**config.mk**
```make
export PLATFORM = sky130hd
export DESIGN_NAME = ser_rx_hex
export DESIGN_NICKNAME = d
export VERILOG_FILES = /design/src/rtl/ser_rx_hex.sv
export SDC_FILE = /design/constraint.sdc
export NUM_CORES = 1
export LEC_CHECK = 0
export BUFFER_PORTS_ARGS = -buffer_cell sky130_fd_sc_hd__buf_2
export CELL_PAD_IN_SITES_DETAIL_PLACEMENT = 2
export CELL_PAD_IN_SITES_GLOBAL_PLACEMENT = 2
export CORE_ASPECT_RATIO = 0.6
export CORE_MARGIN = 4
export CORE_UTILIZATION = 37
export CTS_BUF_LIST = sky130_fd_sc_hd__clkbuf_16
export CTS_CLUSTER_DIAMETER = 100
export DETAILED_ROUTE_END_ITERATION = 10
export GPL_TIMING_DRIVEN = 0
export PLACE_DENSITY = 0.78
export SYNTH_ARGS = -nofsm -noshare
export SYNTH_HDL_FRONTEND = slang
export SYNTH_SLANG_ARGS = --single-unit
```
**constraint.sdc**
```tcl
create_clock -name clk -period 2.3 [get_ports clk]
set_clock_uncertainty 0.1 [all_clocks]
set_input_delay 0.46 -clock clk [delete_from_list [all_inputs] [get_ports clk]]
set_output_delay 0.46 -clock clk [all_outputs]
set_load 0.01 [all_outputs]
```
**src/rtl/ser_rx_hex.sv**
```systemverilog
// rtl/ser_rx_hex.sv - oversampling UART receiver that reassembles "x"+3-hex-char words into 12-bit data
module ser_rx_hex #(
  parameter int OVS = 16
) (
  input  logic        clk,
  input  logic        rst,
  input  logic        en_os,
  input  logic        rx,
  output logic [11:0] data,
  output logic        valid,
  output logic        frm_err,
  output logic        chr_err,
  output logic        busy
);

  localparam int CW = $clog2(OVS);
  localparam logic [CW-1:0] HALF_M1 = CW'(OVS / 2 - 1);
  localparam logic [CW-1:0] FULL_M1 = CW'(OVS - 1);

  typedef enum logic [1:0] {IDLE, START, DATA, STOP} frame_e;
  typedef enum logic [1:0] {W_SYNC, W_N2, W_N1, W_N0} word_e;

  logic          rx_meta_q, rx_s_q;
  frame_e        frame_q, frame_d;
  word_e         word_q, word_d;
  logic [CW-1:0] cnt_q, cnt_d;
  logic [2:0]    bidx_q, bidx_d;
  logic [7:0]    sh_q, sh_d;
  logic [7:0]    w_q, w_d;
  logic [11:0]   data_q, data_d;
  logic          valid_q, valid_d, frm_err_q, frm_err_d, chr_err_q, chr_err_d;
  logic          char_done, is_nib, is_sync;
  logic [3:0]    nib;

  always_comb begin
    is_nib  = 1'b0;
    is_sync = (sh_q == 8'h78);
    nib     = sh_q[3:0];
    if (sh_q >= 8'h30 && sh_q <= 8'h39) begin
      is_nib = 1'b1;
    end else if ((sh_q >= 8'h41 && sh_q <= 8'h46) || (sh_q >= 8'h61 && sh_q <= 8'h66)) begin
      is_nib = 1'b1;
      nib    = sh_q[3:0] + 4'd9;
    end
  end

  always_comb begin
    frame_d   = frame_q;
    word_d    = word_q;
    cnt_d     = cnt_q;
    bidx_d    = bidx_q;
    sh_d      = sh_q;
    w_d       = w_q;
    data_d    = data_q;
    valid_d   = 1'b0;
    frm_err_d = 1'b0;
    chr_err_d = 1'b0;
    char_done = 1'b0;
    if (en_os) begin
      case (frame_q)
        IDLE: if (!rx_s_q) begin
          frame_d = START;
          cnt_d   = '0;
        end
        START: if (cnt_q == HALF_M1) begin
          if (!rx_s_q) begin
            frame_d = DATA;
            cnt_d   = '0;
            bidx_d  = 3'd0;
          end else begin
            frame_d = IDLE;
          end
        end else begin
          cnt_d = cnt_q + 1'b1;
        end
        DATA: if (cnt_q == FULL_M1) begin
          sh_d[bidx_q] = rx_s_q;
          cnt_d        = '0;
          bidx_d       = bidx_q + 3'd1;
          if (bidx_q == 3'd7) frame_d = STOP;
        end else begin
          cnt_d = cnt_q + 1'b1;
        end
        STOP: if (cnt_q == FULL_M1) begin
          frame_d   = IDLE;
          char_done = 1'b1;
        end else begin
          cnt_d = cnt_q + 1'b1;
        end
        default: frame_d = IDLE;
      endcase
    end
    // Word assembly runs on the tick that samples the stop bit; its outputs land one cycle later.
    if (char_done) begin
      if (!rx_s_q) begin
        frm_err_d = 1'b1;
        word_d    = W_SYNC;
      end else if (is_sync) begin
        chr_err_d = (word_q != W_SYNC);
        word_d    = W_N2;
      end else if (!is_nib) begin
        chr_err_d = (word_q != W_SYNC);
        word_d    = W_SYNC;
      end else begin
        case (word_q)
          W_N2: begin
            w_d[7:4] = nib;
            word_d   = W_N1;
          end
          W_N1: begin
            w_d[3:0] = nib;
            word_d   = W_N0;
          end
          W_N0: begin
            data_d  = {w_q, nib};
            valid_d = 1'b1;
            word_d  = W_SYNC;
          end
          default: word_d = W_SYNC;
        endcase
      end
    end
  end

  always_ff @(posedge clk) begin
    if (rst) begin
      rx_meta_q <= 1'b1;
      rx_s_q    <= 1'b1;
      frame_q   <= IDLE;
      word_q    <= W_SYNC;
      cnt_q     <= '0;
      bidx_q    <= 3'd0;
      sh_q      <= 8'h00;
      w_q       <= 8'h00;
      data_q    <= 12'h000;
      valid_q   <= 1'b0;
      frm_err_q <= 1'b0;
      chr_err_q <= 1'b0;
    end else begin
      rx_meta_q <= rx;
      rx_s_q    <= rx_meta_q;
      frame_q   <= frame_d;
      word_q    <= word_d;
      cnt_q     <= cnt_d;
      bidx_q    <= bidx_d;
      sh_q      <= sh_d;
      w_q       <= w_d;
      data_q    <= data_d;
      valid_q   <= valid_d;
      frm_err_q <= frm_err_d;
      chr_err_q <= chr_err_d;
    end
  end

  assign data    = data_q;
  assign valid   = valid_q;
  assign frm_err = frm_err_q;
  assign chr_err = chr_err_q;
  assign busy    = (frame_q != IDLE);

endmodule
```
======== Word-level counts from Yosys, hierarchy flattened ========
Index checks and enable logic that the tools add are counted.
storage, ports and cells
  input port bits ......................... 4
  output and inout port bits .............. 16
  register bits ........................... 44
  logic and storage cells ................. 98
cells by class
  add/subtract/negate cells ............... 3
  $lt $le $gt $ge ......................... 8
  muxes and demuxes ....................... 34
  equal/unequal tests ..................... 17
  bitwise operators ....................... 4
  reduce and logical (&&, ||, !) cells .... 19
operator list
  operator                                                            number
  2-to-1 mux 4 bit                                                    6
  AND reduction 5 bit                                                 4
  2-to-1 mux 2 bit                                                    9
  greater-or-equal comparator 8 x 7 -> 1 bit (second input constant)  2
  less-or-equal comparator 8 x 7 -> 1 bit (second input constant)     2
  one-hot mux 4 bit (4 select lines)                                  1
  inequality test 2 bit (second input constant)                       7
  2-to-1 mux 1 bit                                                    10
  2-to-1 mux 3 bit                                                    3
  bitwise mux 8 bit                                                   1
  equality test 2 bit (second input constant)                         4
  equality test 8 x 7 -> 1 bit (second input constant)                1
  greater-or-equal comparator 8 x 6 -> 1 bit (second input constant)  1
  less-or-equal comparator 8 x 6 -> 1 bit (second input constant)     1
  one-hot mux 2 bit (4 select lines)                                  1
  one-hot mux 3 bit (2 select lines)                                  1
  AND reduction 6 bit                                                 1
  nonzero test 2 bit                                                  3
  OR reduction 5 bit                                                  1
  adder 4 x 1 -> 4 bit (second input constant)                        1
  adder 4 bit (second input constant)                                 1
  equality test 2 x 1 -> 1 bit (second input constant)                2
  equality test 4 x 3 -> 1 bit (second input constant)                1
  equality test 4 bit (second input constant)                         1
  other kinds (14)                                                    20

======== Depth between registers and ports, before layout ========
Gate-level depths: netlist (run 1).
  word-level depth ........................ 8
  mapped depth ............................ 7
  depth with buffers taken out ............ 6

======== Worst setup path after synthesis (run 1) ========
No wires, ideal clock.
  path kind ............................... reg-to-reg
  from .................................... register sh_q[0]
  to ...................................... register data_q[1] (netlist: data[1])
  cell stages (with the launch flop) ...... 8
  data required time ...................... 2.070 ns
  buffers on the path ..................... 1
  setup time .............................. 0.130 ns
  clock period less this slack ............ 1.993 ns
  slack ................................... 0.307 ns
  arrival time ............................ 1.762 ns
  path through ............................ dfxtp_1 inv_1 ha_1 nor3b_1 a221oi_4 buf_6 mux2i_1 o211ai_1
on the way
  longest elaborated chain between the ends .. 6
  elaborated cells on any way between the ends .. 18
  classes of those cells .................. add/sub (1); order compare (6); eq/ne (1); mux (4); bitwise (1); reduce/logical (5)
ends and longest elaborated chain
  element                                                                                                RTL line  source
  start, declared                                                                                        28        logic [7:0] sh_q, sh_d;
  start signal, assigned                                                                                 133       sh_q <= 8'h00;
  start signal, assigned                                                                                 146       sh_q <= sh_d;
  greater-or-equal comparator 8 x 7 -> 1 bit or less-or-equal comparator 8 x 7 -> 1 bit (tied branches)  41        end else if ((sh_q >= 8'h41 && sh_q <= 8'h46) || (sh_q >= 8'h61 && sh_q <= 8'h66)) begin
  logical AND 1 bit                                                                                      41
  logical OR 1 bit                                                                                       41
  2-to-1 mux 1 bit                                                                                       41
  2-to-1 mux 1 bit                                                                                       39        if (sh_q >= 8'h30 && sh_q <= 8'h39) begin
  AND reduction 5 bit (no line)                                                                          -
  end signal, assigned                                                                                   148       data_q <= data_d;
  end, declared                                                                                          30        logic [11:0] data_q, data_d;
Several ways; a longest one is shown, not always the timed one.
A chain may end at the register's enable or synchronous reset.

======== Worst setup path in the final report (run 1) ========
  from .................................... register sh_q[0]
  to ...................................... register data_q[5] (netlist: data[5])
on the way
  longest elaborated chain between the ends .. 6
  elaborated cells on any way between the ends .. 15
  classes of those cells .................. order compare (6); eq/ne (1); mux (2); bitwise (1); reduce/logical (5)
ends and longest elaborated chain
  element                                                                                                RTL line
  greater-or-equal comparator 8 x 7 -> 1 bit or less-or-equal comparator 8 x 7 -> 1 bit (tied branches)  41
  logical AND 1 bit                                                                                      41
  logical OR 1 bit                                                                                       41
  2-to-1 mux 1 bit                                                                                       41
  2-to-1 mux 1 bit                                                                                       39
  AND reduction 5 bit (no line) (*)                                                                      -
Every way passes the cells marked *; elsewhere a longest branch is shown, timed or not.

==> flow_summary_export.csv, run 1 <==
group,metric,value,unit
worst_setup_path,startpoint,"sh_q[0]$_SDFFE_PP0P_",
global_routing,grt_pass1_vias,2206,
yosys,yosysWarnings,0,
detailed_routing,routed_via_density,5.738,
global_routing,grt_remaining_overflow,0,
detailed_routing,routed_wl,7.516,mm
detailed_routing,drtPass1Iterations,4,
min_path,hp-start,"rx",
worst_setup_path,critical_path.reg2reg.startpoint,"sh_q[0]$_SDFFE_PP0P_",
min_path,min_delay_path_depth,2,
clock_network,path_clk_slew,0.06,ns
floorplan,io_pins,20,
detailed_routing,drcViolationCount,0,
worst_setup_path,crit_path_max_fanout,10,
yosys,synth_compound_area_share,18.89,%
sta,fin_tns_setup,0,ns
worst_setup_path,slowest_delay,0.44,ns
worst_setup_path,worstSetupStartpointType,"register",
yosys,synthFlopType,"dfxtp_1",
sta,hold-worst-slack,0.2525,ns
worst_setup_path,crit_slowest_cell,"dfxtp_1",
layout,antenna_cells,0,
floorplan,die_h,68.97,um
detailed_routing,vias,2100,
yosys,synthAdderAreaFrac,6.004,%
floorplan,core,0.005781,mm^2
placement,io_buffers,19,
flow_run,maxCapViolations,0,
floorplan,die_x,109.6,um
global_routing,grt_pass1_wl,11.79,mm
sta,rsz0062_at_grt,"true",
clock_network,cts-buffers-inserted,5,
sta,max_freq,0.4402,GHz
worst_setup_path,endpoint_kind,"register",
worst_setup_path,cp_data_required_time,2.40,ns
sta,slew_headroom,60.06,%
yosys,syn_avg_cell_area,9.024,um^2
yosys,ys_seq_elements,44,
detailed_routing,ant_nets,0,
sta,worst_slew_pin_slew,0.5992,ns
power_and_ir_drop,p_per_area,584.9,mW/mm^2
min_path,holdPathEnd,"rx_meta_q$_SDFF_PP1_",
floorplan,die_area,0.007560,mm^2
worst_setup_path,timing.rr.end,"data[5]$_SDFFE_PP0P_",
yosys,synth_edf_count,0,
clock_network,cts_buffer_depth,2,
placement,gp_congestion,0.7804,
yosys,netlist.area_leader.share,38.43,%
status,status,"finished, final reports clean",
yosys,synth-simple-area-share,20.14,%
worst_setup_path,r2r_cells,8,
placement,hpwl,5.028,mm
layout,drive_gt1_share,17.48,%
global_routing,antenna_found_initial,0,
sta,fin_crit,2.271,ns
clock_network,cts_root_buf,"clkbuf_16",
min_path,hp-class,"in2reg",
worst_setup_path,critPathKind,"reg2reg",
yosys,synthXorXnorAreaFrac,0.3821,%
clock_network,cts_tree,"built",
yosys,seq_area_frac_synth,38.43,%
yosys,synthTopCellsByArea,"dfxtp_1, mux2i_1, ha_1, nand2_1, o211ai_1",
yosys,synthMuxAreaShare,9.607,%
power_and_ir_drop,peakVddDrop,0.0002266,V
worst_setup_path,reg2reg_setup_slack,0.03,ns
yosys,synth_cell_type_count,50,
floorplan,start_util,39.65,%
sta,hold_violations,0,
yosys,synth_top_family_by_area,"simple AND/OR/NAND/NOR gates",
power_and_ir_drop,p_leak,1.180,nW
detailed_routing,post_drt_wl_per_cell,20.54,um
worst_setup_path,path_cells,"inv_1 -> ha_1 -> nor3b_4 -> a221oi_4 -> buf_4 -> o211ai_2 -> buf_6 -> mux2i_1",
clock_network,clock_latency,0.29,ns
clock_network,numClockSinks,44,
sta,period_share,98.76,%
global_routing,grt_use_total,21.00,%
worst_setup_path,arrival,2.38,ns
layout,nNetsFinal,300,
yosys,synthesis.nets,269,
sta,slew_viol_final,0,
clock_network,cts_max_level,2,
detailed_routing,drt_iter0_drc,101,
yosys,synth_area,0.002292,mm^2
sta,setup-violations-final,0,
yosys,synthCells,254,
floorplan,core.rowCount,21,
yosys,async_flop_share,0,%
global_routing,grt_max_degree,13,
yosys,synth_top_area_cell,"dfxtp_1",
layout,syn2layout_area_growth,18.12,%
## layout make-up
| cell class | instances | area [um^2] |
|---|---|---|
| well taps | 80 | 100.1 |
| repair buffers | 24 | 132.6 |
| clock buffers | 5 | 125.1 |
| clock inverters | 3 | 11.26 |
| fillers | 655 | 3073 |
| flip-flops and latches | 44 | 882.1 |
| multi-input cells | 175 | 1306 |
| plain buffers | 15 | 75.07 |
| inverters | 20 | 75.07 |
## logic make-up after synthesis
kind of cell | count (synthesis)
AND/OR/NAND/NOR | 85
multiplexers | 22
buffers and inverters | 35
adder cells (fa/ha/maj) | 11
flip-flops | 44
XOR/XNOR | 1
AO/OA/AOI/OAI | 56
## critical path: cells and delay by family (launching register included)
kind            cells  cell delay, ns
compound gates      2            0.47
simple gates        1            0.18
flops               1            0.44
mux                 1            0.22
fa+ha+maj           1            0.25
buf+inv             3            0.51
## repair_timing
| action | CTS | global route |
|---|---|---|
| setup buffers | 4 | 1 |
| cloned | 0 | 0 |
| setup endpoints to repair | 23 | 19 |
| hold buffers | 0 | 0 |
| gates resized for setup | 4 | 5 |
| pin swaps | 2 | 1 |
## where the power goes
part / switching [mW] / internal [mW] / total, mW
combinational: 0.0615 / 0.0360 / 0.0975
clock: 0.300 / 0.391 / 0.691
sequential: 0.0126 / 0.782 / 0.795
total: 0.374 / 1.21 / 1.58
## placed cells by master, fill, tap and decap left out, types with 5 or more instances in the layout
cell,count
clkbuf_1,10
a21oi_1,8
a211o_1,6
buf_4,5
o21ai_0,7
o211ai_1,10
nand4_1,6
inv_1,21
ha_1,10
mux2i_1,21
nor2_1,17
nand2_1,23
dfxtp_1,43
clkbuf_16,5
buf_2,22
## cell usage after synthesis (4+ instances only)
master / instances
a211o_1: 6
a21oi_1: 8
and3_1: 4
clkbuf_1: 10
dfxtp_1: 44
ha_1: 11
inv_1: 19
mux2i_1: 22
nand2_1: 23
nand4_1: 6
nor2_1: 17
nor4_1: 4
o211ai_1: 10
o21ai_0: 7
or3_1: 4
## through the flow
step / total power [mW] / util (%) / instance area (um^2) / cells / setup slack, ns
5_1_grt: 1.642 / 46.84 / 2708 / 366 / -0.06644
3_3_place_gp: 0.9006 / 43.03 / 2487 / 353 / -0.1908
3_5_place_dp: 0.9044 / 43.03 / 2487 / 353 / -0.2805
6_report: 1.584 / 46.84 / 2708 / 366 / 0.02855
2_1_floorplan: 0.8697 / - / 2292 / 254 / 0.3074
4_1_cts: 1.588 / 46.23 / 2673 / 365 / 0.01464
## sequential cells by signal, indices dropped and copies added, names as in the netlist, named ones only
signal,flops
valid,1
word_q,2
sh_q,8
bidx_q,3
frame_q,1
rx_meta_q,1
cnt_q,4
rx_s_q,1
chr_err,1
frm_err,1
data,12
w_q,8
## layer usage
layer / share of wire (%) / GRT usage [%]
met4: 1.2 / 6.998
met5: 0 / 0
met3: 4.1 / 4.186
met1: 47 / 28.65
met2: 47 / 33.43
## worst max path at each step
stage	end	slack, ns	cells past startpoint
after CTS	w_q[1]$_SDFFE_PP0P_	0.01	7
after global placement	data[1]$_SDFFE_PP0P_	-0.19	7
final	data[5]$_SDFFE_PP0P_	0.03	8
after global routing	data[5]$_SDFFE_PP0P_	-0.07	8
after floorplan	data[1]$_SDFFE_PP0P_	0.31	7
after detailed placement	w_q[2]$_SDFFE_PP0P_	-0.28	6
No activity file was read; power rests on OpenSTA's default activity.
==> inputs of run 2 (changes only) <==
- PLACE_DENSITY: 0.78 -> 0.76
==> run 2 against run 1 <==
Effect of this change: total power rose by 0.19%; maximum frequency rose by 2.0%; first-iteration DRC count fell by 13%; utilization down 0.22 points; sequential power hardly changed; hold slack better by 0.012 ns; cell count shrank 0.27%; highest routed layer unchanged.
==> flow_summary_export.csv, run 2 (synthesis gave the netlist of run 1 again) <==
group,metric,value,unit
global_routing,grt_pass1_wl,11.09,mm
layout,syn2layout_area_growth,17.58,%
sta,worst_slew_pin_slew,0.5926,ns
placement,io_buffers,19,
worst_setup_path,cp_data_required_time,2.36,ns
detailed_routing,routed_wl,6.943,mm
floorplan,start_util,39.65,%
detailed_routing,vias,2047,
layout,antenna_cells,0,
flow_run,maxCapViolations,0,
sta,slew_viol_final,0,
global_routing,grt_pass1_vias,2024,
sta,fin_crit,2.227,ns
global_routing,grt_max_degree,14,
clock_network,holdBufCountCts,0,
worst_setup_path,arrival,2.29,ns
sta,max_freq,0.4490,GHz
sta,setup-violations-final,0,
clock_network,cts_root_buf,"clkbuf_16",
floorplan,die_h,68.97,um
detailed_routing,ant_nets,0,
sta,fin_tns_setup,0,ns
clock_network,clock_latency,0.28,ns
sta,hold-worst-slack,0.2644,ns
detailed_routing,drcViolationCount,0,
detailed_routing,drtPass1Iterations,4,
worst_setup_path,reg2reg_setup_slack,0.07,ns
global_routing,grt_use_total,19.43,%
floorplan,core.rowCount,21,
clock_network,cts_buffer_depth,2,
clock_network,numClockSinks,44,
floorplan,io_pins,20,
clock_network,path_clk_slew,0.06,ns
global_routing,grt_remaining_overflow,0,
worst_setup_path,endpoint,"w_q[3]$_SDFFE_PP0P_",
sta,worst_slack,0.07280,ns
sta,period_share,96.83,%
placement,placed_area,0.002487,mm^2
floorplan,core,0.005781,mm^2
detailed_routing,routed_via_density,5.608,
global_routing,antenna_found_initial,0,
worst_setup_path,crit_path_max_fanout,10,
power_and_ir_drop,p_leak,1.171,nW
detailed_routing,post_drt_wl_per_cell,19.02,um
sta,hold_violations,0,
layout,final_cell_area,0.002695,mm^2
layout,nNetsFinal,299,
clock_network,cts-buffers-inserted,5,
clock_network,cts_tree,"built",
detailed_routing,drt_iter0_drc,88,
power_and_ir_drop,peakVddDrop,0.0002550,V
worst_setup_path,r2r_cells,8,
worst_setup_path,critPathKind,"reg2reg",
worst_setup_path,endpoint_kind,"register",
placement,dp_cells,353,
worst_setup_path,startpoint,"sh_q[0]$_SDFFE_PP0P_",
layout,final_cells,365,
layout,final_common_cell,"dfxtp_1",
layout,drive_gt1_share,17.89,%
worst_setup_path,worstSetupStartpointType,"register",
min_path,min_delay_path_depth,2,
floorplan,die_area,0.007560,mm^2
worst_setup_path,timing.rr.end,"w_q[3]$_SDFFE_PP0P_",
placement,gp_congestion,0.7919,
min_path,hp-class,"in2reg",
layout,final_cell_mix,"dfxtp_1, nand2_1, buf_2, mux2i_1, inv_1",
placement,hpwl,4.934,mm
status,status,"finished, final reports clean",
clock_network,cts_max_level,2,
power_and_ir_drop,p_per_area,588.7,mW/mm^2
layout,largest_reg_flops,12,
sta,slew_headroom,60.50,%
worst_setup_path,critical_path.reg2reg.startpoint,"sh_q[0]$_SDFFE_PP0P_",
floorplan,die_x,109.6,um
placement,preCtsSetupSlack,-0.2552,ns
run 2: cell count changes in the layout (fill, tap and decap cells not counted), sizes merged:
| cell | previous run | this run |
|---|---|---|
| clkinv | 1 | 3 |
| inv | 22 | 20 |
| buf | 29 | 28 |
run 2: repair_timing:
item / CTS / global route
gates resized for setup: 4 / 4
setup endpoints to repair: 21 / 20
buffers inserted: 3 / 1
pin swaps: 2 / 1
run 2: metrics by stage:
step	utilization [%]	power (mW)
5_1_grt	46.62	1.653
6_report	46.62	1.587
3_5_place_dp	43.03	0.9068
3_3_place_gp	43.03	0.9009
4_1_cts	46.17	1.600
2_1_floorplan	-	0.8697
run 2: final cells by class:
type	instances	area [um^2]
Timing Repair Buffer	23	125.1
Multi-Input combinational cell	175	1297
Inverter	20	75.07
Clock buffer	5	125.1
Tap cell	80	100.1
Fill cell	628	3085
Clock inverter	3	13.76
Buffer	15	75.07
Sequential cell	44	883.3
run 2: critical path: stages, from the launching register on:
cell and delay [ns]:
dfxtp_2 0.36, inv_1 0.11, ha_1 0.21, o21bai_1 0.13
a211oi_4 0.42, buf_2 0.32, o211ai_1 0.17, buf_4 0.19
mux2i_1 0.11
run 2: how the worst min path moves through the flow:
| stage | start | endpoint | slack, ns |
|---|---|---|---|
| final | rx | rx_meta_q$_SDFF_PP1_ | 0.26 |
| after CTS | rx | rx_meta_q$_SDFF_PP1_ | 0.26 |
| after global placement | rx_meta_q$_SDFF_PP1_ | rx_s_q$_SDFF_PP1_ | 0.30 |
| after detailed placement | rx_meta_q$_SDFF_PP1_ | rx_s_q$_SDFF_PP1_ | 0.30 |
| after floorplan | rx_meta_q$_SDFF_PP1_ | rx_s_q$_SDFF_PP1_ | 0.29 |
| after global routing | rx | rx_meta_q$_SDFF_PP1_ | 0.28 |
run 2: metal layers:
layer | GRT usage [%] | vias up | part of all wire, %
met5 | 0 | - | 0
li1 | - | 981 | -
met3 | 4.186 | 8 | 4.2
met4 | 4.199 | 0 | 0.88
met2 | 29.33 | 42 | 42
met1 | 28.34 | 1016 | 53
run 2: power breakdown:
group	total, mW	internal [mW]	switching [mW]
clock network	0.694	0.395	0.299
registers	0.794	0.782	0.0119
logic	0.0982	0.0360	0.0622
total	1.59	1.21	0.373
==> inputs of run 3 (changes only) <==
- ABC_AREA: unset -> 1
- CORE_UTILIZATION: 37 -> 33
- PLACE_DENSITY: 0.76 -> unset
- PLACE_DENSITY_LB_ADDON: unset -> 0.1
==> run 3 against run 2 <==
Effect of this change: sequential power fell by 3.1%; largest power group unchanged; clock power fell by 2%; highest routed layer unchanged; sequential share of layout area rose by 1.8 points; flip-flop and latch count did not move; die area rose by 7.7%; via count rose by 1.3%; register-to-register slack improved by 0.20 ns.
==> flow_summary_export.csv, run 3 <==
group,metric,value,unit
yosys,seq_area_frac_synth,39.68,%
clock_network,cts-resized-gates,0,
placement,io_buffers,18,
power_and_ir_drop,p_leak,1.274,nW
global_routing,grt_max_degree,13,
worst_setup_path,startpoint,"cnt_q[0]$_SDFFE_PP0P_",
power_and_ir_drop,pwr-share-comb,3.7,%
min_path,hp-class,"in2reg",
layout,regArea,880.8,um^2
detailed_routing,drtPass1Iterations,4,
clock_network,path_clk_slew,0.06,ns
sta,slew_viol_final,0,
worst_setup_path,cp_data_required_time,2.38,ns
detailed_routing,drcViolationCount,0,
yosys,synth_edf_count,0,
sta,hold_violations,0,
worst_setup_path,path_delay_family,"simple AND/OR/NAND/NOR gates",
sta,setup-violations-final,0,
layout,final_core_util,40.43,%
clock_network,cts_buffer_depth,2,
clock_network,numClockSinks,44,
yosys,async_flop_share,0,%
clock_network,clock_latency,0.29,ns
yosys,syn_avg_cell_area,6.915,um^2
sta,period_share,88.11,%
clock_network,cts_max_level,2,
worst_setup_path,cpMostUsedCell,"nand2_1",
yosys,synthMuxAreaShare,0,%
status,status,"finished, final reports clean",
global_routing,grt_remaining_overflow,0,
flow_run,maxCapViolations,0,
global_routing,grt_pass1_wl,11.81,mm
yosys,synth.top_cells.by_count,"nand2_1, nor2_1, inv_1, dfxtp_1, a21oi_1",
floorplan,start_util,35.21,%
detailed_routing,vias,2073,
global_routing,grt_use_total,18.46,%
power_and_ir_drop,internal-power,1.170,mW
sta,max_freq,0.4934,GHz
power_and_ir_drop,clkPwrFrac,45.3,%
yosys,synthCells,321,
floorplan,io_pins,20,
floorplan,die_h,71.53,um
layout,final_cell_mix,"nand2_1, nor2_1, inv_1, dfxtp_1, buf_2",
worst_setup_path,endpoint_kind,"register",
min_path,min_delay_path_depth,2,
power_and_ir_drop,p_per_area,591.0,mW/mm^2
yosys,synth_top_area_cell,"dfxtp_1",
power_and_ir_drop,p_sw,0.3360,mW
yosys,ys_seq_elements,44,
layout,multi_input_area,0.001109,mm^2
placement,preCtsSetupSlack,0.06580,ns
detailed_routing,routed_via_density,4.821,
yosys,synthAdderAreaFrac,6.201,%
worst_setup_path,timing.rr.end,"sh_q[7]$_SDFFE_PP0P_",
power_and_ir_drop,pwr-share-seq,51.1,%
floorplan,die_x,113.9,um
global_routing,antenna_found_initial,0,
yosys,yosysWarnings,0,
worst_setup_path,slowest_delay,0.40,ns
power_and_ir_drop,peakVddDrop,0.0002812,V
detailed_routing,ant_nets,0,
yosys,synth_top_family_by_area,"simple AND/OR/NAND/NOR gates",
floorplan,core,0.006304,mm^2
detailed_routing,drt_iter0_drc,87,
placement,dp_cells,423,
detailed_routing,routed_wl,6.980,mm
sta,fin_tns_setup,0,ns
sta,slew_headroom,56.51,%
worst_setup_path,arrival,2.10,ns
worst_setup_path,r2r_cells,10,
floorplan,core.rowCount,22,
clock_network,cts-buffers-inserted,5,
yosys,synthXorXnorAreaFrac,1.184,%
power_and_ir_drop,switching_share,22.31,%
layout,antenna_cells,0,
layout,final_common_cell,"nand2_1",
sta,rsz0062_at_grt,"false",
worst_setup_path,worstSetupStartpointType,"register",
clock_network,holdBufCountCts,0,
layout,fillers,798,
yosys,synth_cell_type_count,30,
yosys,synthFlopType,"dfxtp_1",
floorplan,die_area,0.008145,mm^2
yosys,synth_compound_area_share,8.681,%
worst_setup_path,reg2reg_setup_slack,0.27,ns
yosys,synthTopCellsByArea,"dfxtp_1, nand2_1, nor2_1, inv_1, ha_1",
min_path,holdPathEnd,"rx_meta_q$_SDFF_PP1_",
worst_setup_path,cp_num_buf_inv,1,
worst_setup_path,crit_slowest_cell,"dfxtp_1",
yosys,synth_area,0.002220,mm^2
worst_setup_path,crit_path_max_fanout,4,
detailed_routing,post_drt_wl_per_cell,16.23,um
yosys,synthesis.nets,336,
layout,nNetsFinal,361,
layout,syn2layout_area_growth,14.83,%
clock_network,postCtsSetupBuffers,0,
layout,drive_gt1_share,11.56,%
yosys,synth-simple-area-share,33.88,%
worst_setup_path,critical_path.reg2reg.startpoint,"cnt_q[0]$_SDFFE_PP0P_",
global_routing,grt_pass1_vias,2254,
layout,largest_reg_flops,12,
worst_setup_path,critPathKind,"reg2reg",
sta,worst_slack,0.2734,ns
worst_setup_path,path_cells,"ha_1 -> nand2_2 -> nor2_4 -> nand2_1 -> nor2_1 -> nand2_1 -> inv_1 -> nand2_1 -> o21ai_0 -> a21oi_1",
sta,worst_slew_pin_slew,0.6523,ns
clock_network,cts_tree,"built",
placement,hpwl,5.162,mm
placement,gp_congestion,0.7463,
yosys,netlist.area_leader.share,39.68,%
layout,final_cells,430,
yosys,yosysMostFrequentCell,"nand2_1",
sta,fin_crit,2.027,ns
clock_network,cts_root_buf,"clkbuf_16",
min_path,hp-start,"rx",
==> run 3: cell types whose count changed in the layout (fill, tap and decap cells not counted), moves of 6 or more <==
cell,delta
mux2i_1,-21
nor2_1,+39
clkbuf_1,-6
o211ai_1,-9
nand3_1,+15
a211o_1,-6
a21oi_1,+10
nand2_1,+57
inv_1,+29
==> run 3: kinds of logic after synthesis <==
kind of cell    Yosys count
flops                    44
fa+ha+maj                11
compound gates           35
buf+inv                  58
xor+xnor                  3
simple gates            170
==> run 3: worst max path at each step <==
stage	to	slack, ns	cells after the start
finish	sh_q[7]$_SDFFE_PP0P_	0.27	10
global route	sh_q[7]$_SDFFE_PP0P_	0.02	10
CTS	w_q[2]$_SDFFE_PP0P_	0.02	9
detailed placement	register	0.07	5
global placement	register	0.13	5
floorplan	data[1]$_SDFFE_PP0P_	0.66	11
==> run 3: layout make-up <==
cell class	count	area share, %
Buffer	7	1.522
Clock buffer	5	4.909
Clock inverter	2	0.3436
Inverter	51	7.511
Multi-Input combinational cell	219	43.50
Sequential cell	44	34.56
Tap cell	84	4.124
Timing Repair Buffer	18	3.535
==> run 3: layer usage <==
metal | routed length (um) | GRT usage [%] | share of wire, % | up-vias
met5 | 0 | 0 | 0 | -
met4 | 46 | 3.821 | 0.66 | 0
met3 | 178 | 4.135 | 2.6 | 5
met2 | 3150 | 29.68 | 45 | 16
met1 | 3605 | 25.57 | 52 | 1011
li1 | - | - | - | 1041
==> run 3: power by group through the flow <==
stage | Clock (mW) | Sequential, mW | Combinational (mW)
6_report | 0.682 | 0.769 | 0.0550
5_1_grt | 0.734 | 0.769 | 0.0623
4_1_cts | 0.699 | 0.769 | 0.0563
3_5_place_dp | 0 | 0.786 | 0.0552
3_3_place_gp | 0 | 0.786 | 0.0531
2_1_floorplan | 0 | 0.785 | 0.0337
==> run 3: stage by stage <==
stage | cell area [um^2] | hold slack (ns) | power [mW]
global placement | 2415 | 0.3024 | 0.8390
global route | 2549 | 0.2626 | 1.565
floorplan | 2220 | 0.2895 | 0.8186
detailed placement | 2415 | 0.3002 | 0.8413
finish | 2549 | 0.2598 | 1.506
CTS | 2549 | 0.2576 | 1.525
